--- config.mk ---
export PLATFORM = sky130hd
export DESIGN_NAME = sargantana_itag_lookup_ctrl
export DESIGN_NICKNAME = d
export VERILOG_FILES = /design/src/rtl/sargantana_icache_pkg.sv /design/src/rtl/sargantana_itag_victim_sel.sv /design/src/rtl/sargantana_itag_lookup_ctrl.sv
export SDC_FILE = /design/constraint.sdc
export NUM_CORES = 1
export LEC_CHECK = 0
export CORE_ASPECT_RATIO = 1.4
export CORE_UTILIZATION = 40
export CTS_BUF_LIST = sky130_fd_sc_hd__clkbuf_8
export CTS_CLUSTER_DIAMETER = 50
export CTS_CLUSTER_SIZE = 16
export DETAILED_ROUTE_END_ITERATION = 6
export PLACE_DENSITY = 0.87
export SKIP_CTS_REPAIR_TIMING = 1
export SKIP_LAST_GASP = 1
export SLEW_MARGIN = 30
export SYNTH_ARGS = -nofsm -noshare
export SYNTH_HDL_FRONTEND = slang
export SYNTH_SLANG_ARGS = --single-unit
--- constraint.sdc ---
create_clock -name clk_i -period 3.8 [get_ports clk_i]
set_input_delay 0.38 -clock clk_i [delete_from_list [all_inputs] [get_ports clk_i]]
set_output_delay 0.38 -clock clk_i [all_outputs]
set_load 0.02 [all_outputs]
--- src/rtl/sargantana_icache_pkg.sv ---
`default_nettype none
// ============================================================================
// Module      : sargantana_icache_pkg
// Description : Shared icache geometry and tag-controller state encoding.
// Revision    : 1.0 - initial release
// ============================================================================
package sargantana_icache_pkg;

    localparam int ICACHE_N_WAY     = 4;
    localparam int TAG_WIDHT        = 27;
    localparam int ADDR_WIDHT       = 9;
    localparam int ICACHE_IDX_WIDHT = ADDR_WIDHT - 2;
    localparam int ICACHE_WAY_IDX   = $clog2(ICACHE_N_WAY);

    typedef enum logic [1:0] {
        ITAG_IDLE    = 2'd0,
        ITAG_COMPARE = 2'd1,
        ITAG_MISS    = 2'd2
    } itag_ctrl_state_t;

endpackage
`default_nettype wire

--- src/rtl/sargantana_itag_victim_sel.sv ---
`default_nettype none
// ============================================================================
// Module      : sargantana_itag_victim_sel
// Description : Picks the lowest invalid way, else the round-robin way.
// Revision    : 1.0 - initial release
// ============================================================================
module sargantana_itag_victim_sel
    import sargantana_icache_pkg::*;
(
    input  logic [ICACHE_N_WAY-1:0]   vbit_i,
    input  logic [ICACHE_WAY_IDX-1:0] rr_i,
    output logic [ICACHE_N_WAY-1:0]   victim_o,
    output logic                      all_valid_o
);

    localparam logic [ICACHE_N_WAY-1:0] c_one = ICACHE_N_WAY'(1);

    logic [ICACHE_N_WAY-1:0] w_first_free;
    logic [ICACHE_N_WAY-1:0] w_rr_onehot;

    // Adding one ripples through the low run of ones, isolating the first zero.
    assign w_first_free = ~vbit_i & (vbit_i + c_one);
    assign w_rr_onehot  = c_one << rr_i;
    assign all_valid_o  = &vbit_i;
    assign victim_o     = all_valid_o ? w_rr_onehot : w_first_free;

endmodule
`default_nettype wire

--- src/rtl/sargantana_itag_lookup_ctrl.sv ---
`default_nettype none
// ============================================================================
// Module      : sargantana_itag_lookup_ctrl
// Description : Icache tag-array lookup, hit/miss compare and refill tag write.
// Revision    : 1.0 - initial release
// ============================================================================
module sargantana_itag_lookup_ctrl
    import sargantana_icache_pkg::*;
(
    input  logic                                clk_i,
    input  logic                                rstn_i,
    input  logic                                flush_i,
    input  logic                                lkp_valid_i,
    output logic                                lkp_ready_o,
    input  logic [ICACHE_IDX_WIDHT-1:0]         lkp_idx_i,
    input  logic [TAG_WIDHT-1:0]                lkp_tag_i,
    output logic                                rsp_valid_o,
    output logic                                rsp_hit_o,
    output logic [ICACHE_N_WAY-1:0]             rsp_way_o,
    output logic                                rsp_multihit_o,
    output logic [ICACHE_N_WAY-1:0]             rsp_victim_o,
    input  logic                                refill_valid_i,
    output logic                                refill_done_o,
    output logic [ICACHE_N_WAY-1:0]             tag_req_o,
    output logic                                tag_we_o,
    output logic                                tag_vbit_o,
    output logic                                tag_flush_o,
    output logic [TAG_WIDHT-1:0]                tag_data_o,
    output logic [ICACHE_IDX_WIDHT-1:0]         tag_addr_o,
    input  logic [ICACHE_N_WAY*TAG_WIDHT-1:0]   tag_way_i,
    input  logic [ICACHE_N_WAY-1:0]             vbit_i
);

    localparam logic [ICACHE_N_WAY-1:0] c_one = ICACHE_N_WAY'(1);

    itag_ctrl_state_t              r_state;
    itag_ctrl_state_t              w_next_state;
    logic [ICACHE_IDX_WIDHT-1:0]   r_idx;
    logic [TAG_WIDHT-1:0]          r_tag;
    logic [ICACHE_N_WAY-1:0]       r_victim;
    logic                          r_victim_rr;
    logic [ICACHE_WAY_IDX-1:0]     r_rr;

    logic [ICACHE_N_WAY-1:0]       w_match;
    logic                          w_multihit;
    logic [ICACHE_N_WAY-1:0]       w_victim;
    logic                          w_all_valid;
    logic                          w_accept;
    logic                          w_miss;

    for (genvar w = 0; w < ICACHE_N_WAY; w++) begin : g_match
        assign w_match[w] = vbit_i[w] && (tag_way_i[w*TAG_WIDHT +: TAG_WIDHT] == r_tag);
    end

    assign w_multihit = |(w_match & (w_match - c_one));
    assign w_accept   = lkp_valid_i & lkp_ready_o;
    assign w_miss     = rsp_valid_o & ~rsp_hit_o;
    assign tag_flush_o = flush_i;

    sargantana_itag_victim_sel u_victim_sel (
        .vbit_i      (vbit_i),
        .rr_i        (r_rr),
        .victim_o    (w_victim),
        .all_valid_o (w_all_valid)
    );

    always_ff @(posedge clk_i or negedge rstn_i) begin
        if (!rstn_i) begin
            r_state <= ITAG_IDLE;
        end else begin
            r_state <= w_next_state;
        end
    end

    always_comb begin
        w_next_state = r_state;
        if (flush_i) begin
            w_next_state = ITAG_IDLE;
        end else begin
            case (r_state)
                ITAG_IDLE:    if (w_accept) w_next_state = ITAG_COMPARE;
                ITAG_COMPARE: w_next_state = (|w_match) ? ITAG_IDLE : ITAG_MISS;
                ITAG_MISS:    if (refill_valid_i) w_next_state = ITAG_IDLE;
                default:      w_next_state = ITAG_IDLE;
            endcase
        end
    end

    always_comb begin
        lkp_ready_o    = 1'b0;
        rsp_valid_o    = 1'b0;
        rsp_hit_o      = 1'b0;
        rsp_way_o      = '0;
        rsp_multihit_o = 1'b0;
        rsp_victim_o   = '0;
        refill_done_o  = 1'b0;
        tag_req_o      = '0;
        tag_we_o       = 1'b0;
        tag_vbit_o     = 1'b0;
        tag_data_o     = '0;
        tag_addr_o     = '0;
        // Flush and reset silence every request/response output.
        if (rstn_i && !flush_i) begin
            case (r_state)
                ITAG_IDLE: begin
                    lkp_ready_o = 1'b1;
                    if (lkp_valid_i) begin
                        tag_req_o  = '1;
                        tag_addr_o = lkp_idx_i;
                    end
                end
                ITAG_COMPARE: begin
                    rsp_valid_o    = 1'b1;
                    rsp_hit_o      = |w_match;
                    rsp_way_o      = w_match;
                    rsp_multihit_o = w_multihit;
                    if (!(|w_match)) rsp_victim_o = w_victim;
                end
                ITAG_MISS: begin
                    if (refill_valid_i) begin
                        tag_req_o     = r_victim;
                        tag_we_o      = 1'b1;
                        tag_vbit_o    = 1'b1;
                        tag_data_o    = r_tag;
                        tag_addr_o    = r_idx;
                        refill_done_o = 1'b1;
                    end
                end
                default: ;
            endcase
        end
    end

    always_ff @(posedge clk_i or negedge rstn_i) begin
        if (!rstn_i) begin
            r_idx       <= '0;
            r_tag       <= '0;
            r_victim    <= '0;
            r_victim_rr <= 1'b0;
            r_rr        <= '0;
        end else if (flush_i) begin
            r_idx       <= '0;
            r_tag       <= '0;
            r_victim    <= '0;
            r_victim_rr <= 1'b0;
        end else begin
            if (w_accept) begin
                r_idx <= lkp_idx_i;
                r_tag <= lkp_tag_i;
            end
            if (w_miss) begin
                r_victim    <= w_victim;
                r_victim_rr <= w_all_valid;
            end
            // Only a round-robin eviction advances the pointer.
            if (refill_done_o && r_victim_rr) begin
                r_rr <= r_rr + ICACHE_WAY_IDX'(1);
            end
        end
    end

endmodule
`default_nettype wire
==> run_results.csv <==
group,metric,value,unit
routing,wl_per_cell,19.1,um
die,dieArea,9250,sq um
outcome,outcome,"complete, no violations",
sta,setup_violations,0,
die,start_util,41.2,%
critical_path,r2r-end,"r_victim[3]$_DFFE_PN0P_",
power,peakVddDrop,0.163,mV
die,die_x,81.6,um
finish,multi_input_area,2190,sq um
grt,grt_pass1_vias,3680,
placed_design,place_inst,660,
power,powerDensity,216,nW/um^2
sta,min_period_over_period,91.0,%
grt,grt_usage,28.3,%
logic_synthesis,synth_area_per_cell,9.17,sq um
critical_path,worstPathCellList,"xnor2_1, nand4_1, nor4_1, buf_4, nand4_1, maj3_1, a21oi_1, clkdlybuf4s50_1",
critical_path,worstPathMaxFanout,6,
sta,worst_pin_slew,0.791,ns
min_path,hold_path_class,"input port to async pin",
placed_design,gp_congestion,0.861,
clock_network,clkTransAtPathRegs,0.08,ns
clock_network,cts_made_buffers,5,
sta,timing.final.max_slew_violations,0,
critical_path,path_common_cell,"nand4_1",
finish,diodes,0,
routing,ant_nets,0,
power,power.leakage,2.26,nW
placed_design,port_buffers,204,
finish,nets,718,
grt,grt_max_degree,47,
clock_network,cts_tree,"done",
die,dieHeight,113,um
critical_path,worstPathArrival,3.08,ns
sta,finalClockSkew,0.00529,ns
routing,drt-total-wl,12.8,mm
logic_synthesis,ys_types,38,
logic_synthesis,synth_area,3550,sq um
routing,route.detailed.drc,0,
critical_path,startpoint_type,"register",
sta,slew_headroom,47.0,%
critical_path,max_stage_delay,0.63,ns
grt,grt_overflow,0,
sta,setup_tns,0,ns
critical_path,required,3.42,ns
placed_design,hpwl,10.5,mm
logic_synthesis,ys.flop_type,"dfrtp_1",
sta,hold_slack,0.414,ns
placed_design,dpl_cell_area,5510,sq um
logic_synthesis,syn_inst,387,
grt,grt_pass1_wl,19.1,mm
clock_network,clock-sinks,43,
critical_path,ff2ff_setup_slack,1.38,ns
clock_network,clock_path_buffers,2,
sta,hold_viol,0,
sta,period_minus_slack,3.46,ns
die,core.rowCount,40,
routing,first_iter_violations,104,
finish,area_delta_synth_final,58.5,%
logic_synthesis,ys_warn_count,0,
logic_synthesis,synth_edf_count,0,
clock_network,ctsHtreeMaxLevel,2,
routing,vias,3539,
logic_synthesis,synth-seq-cells,43,
job,cap_violations,0,
critical_path,end_kind,"output port",
critical_path,crit_slowest_cell,"clkdlybuf4s50_1",
critical_path,reg2reg_from,"r_tag[24]$_DFFE_PN0P_",
logic_synthesis,ys_seq_area_share,30.3,%
clock_network,insertion_delay,0.29,ns
die,core,8610,sq um
routing,avgViaCountPerCell,5.29,
finish,drive_gt1_share,5.14,%
clock_network,root_buffer,"clkbuf_8",
sta,clock.fmax,0.289,GHz
finish,nFillCells,714,
critical_path,crit_type,"register to output port",
critical_path,r2r_cells,7,
power,total_power,1.21,mW
finish,stdcell_area,5620,sq um
grt,antenna_found_initial,0,
logic_synthesis,async_reset_ff_share,100,%
finish,stdcell_count,669,
logic_synthesis,synth_nets,542,
die,ios,205,
finish,final-seq-area,1080,sq um
critical_path,critPathLaunch,"r_tag[4]$_DFFE_PN0P_",
routing,first_pass_iters,4,
sta,grt_setup_unrepaired,"false",
[report_power, final]
group	total, mW	internal, mW	switching [mW]
combinational	0.376	0.236	0.140
clock	0.316	0.163	0.153
sequential	0.520	0.475	0.0447
total	1.21	0.874	0.338
[worst max-delay path, delay by kind of cell (launching register included)]
kind / cells / cell delay, ns
AO/OA/AOI/OAI: 1 / 0.15
XOR/XNOR: 1 / 0.28
adder cells (fa/ha/maj): 1 / 0.40
buffers and inverters: 2 / 0.80
flip-flops: 1 / 0.53
AND/OR/NAND/NOR: 3 / 0.63
[per-layer routing]
layer  track usage (%)  part of all wire [%]
met1              29.8                    37
met2              52.8                    53
met5                 0                     0
met4              13.0                   4.3
met3              4.80                   5.6
[state kept, by name (all words and copies together) (netlist names)]
register / count
r_victim: 4
r_victim_rr: 1
r_rr: 2
r_state: 2
r_idx: 7
r_tag: 27
[cell families after synthesis]
group	after synthesis	synth area share, %
xor gates and xnor gates	109	27.8
muxes	1	0.317
adders and majority gates	5	1.69
and+or+nand+nor	122	18.6
DFF	43	30.3
AOI/OAI and AO/OA	58	13.2
buffers and inverters	49	8.15
[layout by cell type, fill, tap and decap left out, drive strengths merged, types with 2 or more instances in the layout]
master         synthesis  final
xnor2                 61     61
nand4                 20     20
a21oi                 15     15
clkdlybuf4s50          0    203
nor2                  25     25
nor4                  16     16
a22oi                  7      7
nor2b                  2      2
buf                   27      8
nand2b                 3      3
ha                     4      4
and2                  29     29
a22o                  27     27
clkbuf                16      7
nand2                 21     21
dfrtp                 43     43
and4                   2      2
inv                    6      7
xor2                  48     48
[cell type report]
type | instances | share of cell area [%]
clock inverters | 1 | 0.0668
multi-input cells | 295 | 39.0
well taps | 105 | 2.34
clock buffers | 7 | 1.71
inverters | 6 | 0.401
repair buffers | 212 | 37.3
flip-flops and latches | 43 | 19.1
[through the flow]
step	worst slack [ns]	utilization, %
after global routing	0.199	65.3
after global placement	0.405	64.0
after CTS	0.311	65.2
final	0.342	65.3
after floorplan	1.50	-
after detailed placement	0.420	64.0
[synthesized netlist by cell type (2+ instances only)]
cell / instances / area share (%)
ha_1: 4 / 1.4
buf_4: 6 / 1.3
and2_1: 29 / 5.1
nand2b_1: 3 / 0.53
buf_2: 12 / 1.7
a22oi_1: 7 / 1.5
xor2_1: 48 / 12
a21oi_1: 15 / 2.1
buf_6: 9 / 2.9
nand4_1: 20 / 3.5
xnor2_2: 4 / 1.8
nor2b_1: 2 / 0.35
nor4_1: 16 / 2.8
dfrtp_1: 43 / 30
inv_1: 6 / 0.63
nor2_1: 25 / 2.6
nand2_1: 20 / 2.1
xnor2_1: 57 / 14
a22o_1: 27 / 6.7
clkbuf_1: 16 / 1.7
[worst max path at each step]
stage / to / slack, ns
3_5_place_dp: rsp_multihit_o / 0.42
5_1_grt: rsp_multihit_o / 0.20
2_1_floorplan: rsp_multihit_o / 1.50
3_3_place_gp: rsp_multihit_o / 0.40
6_report: rsp_multihit_o / 0.34
4_1_cts: rsp_multihit_o / 0.31
(Power assumes the default switching activity.)
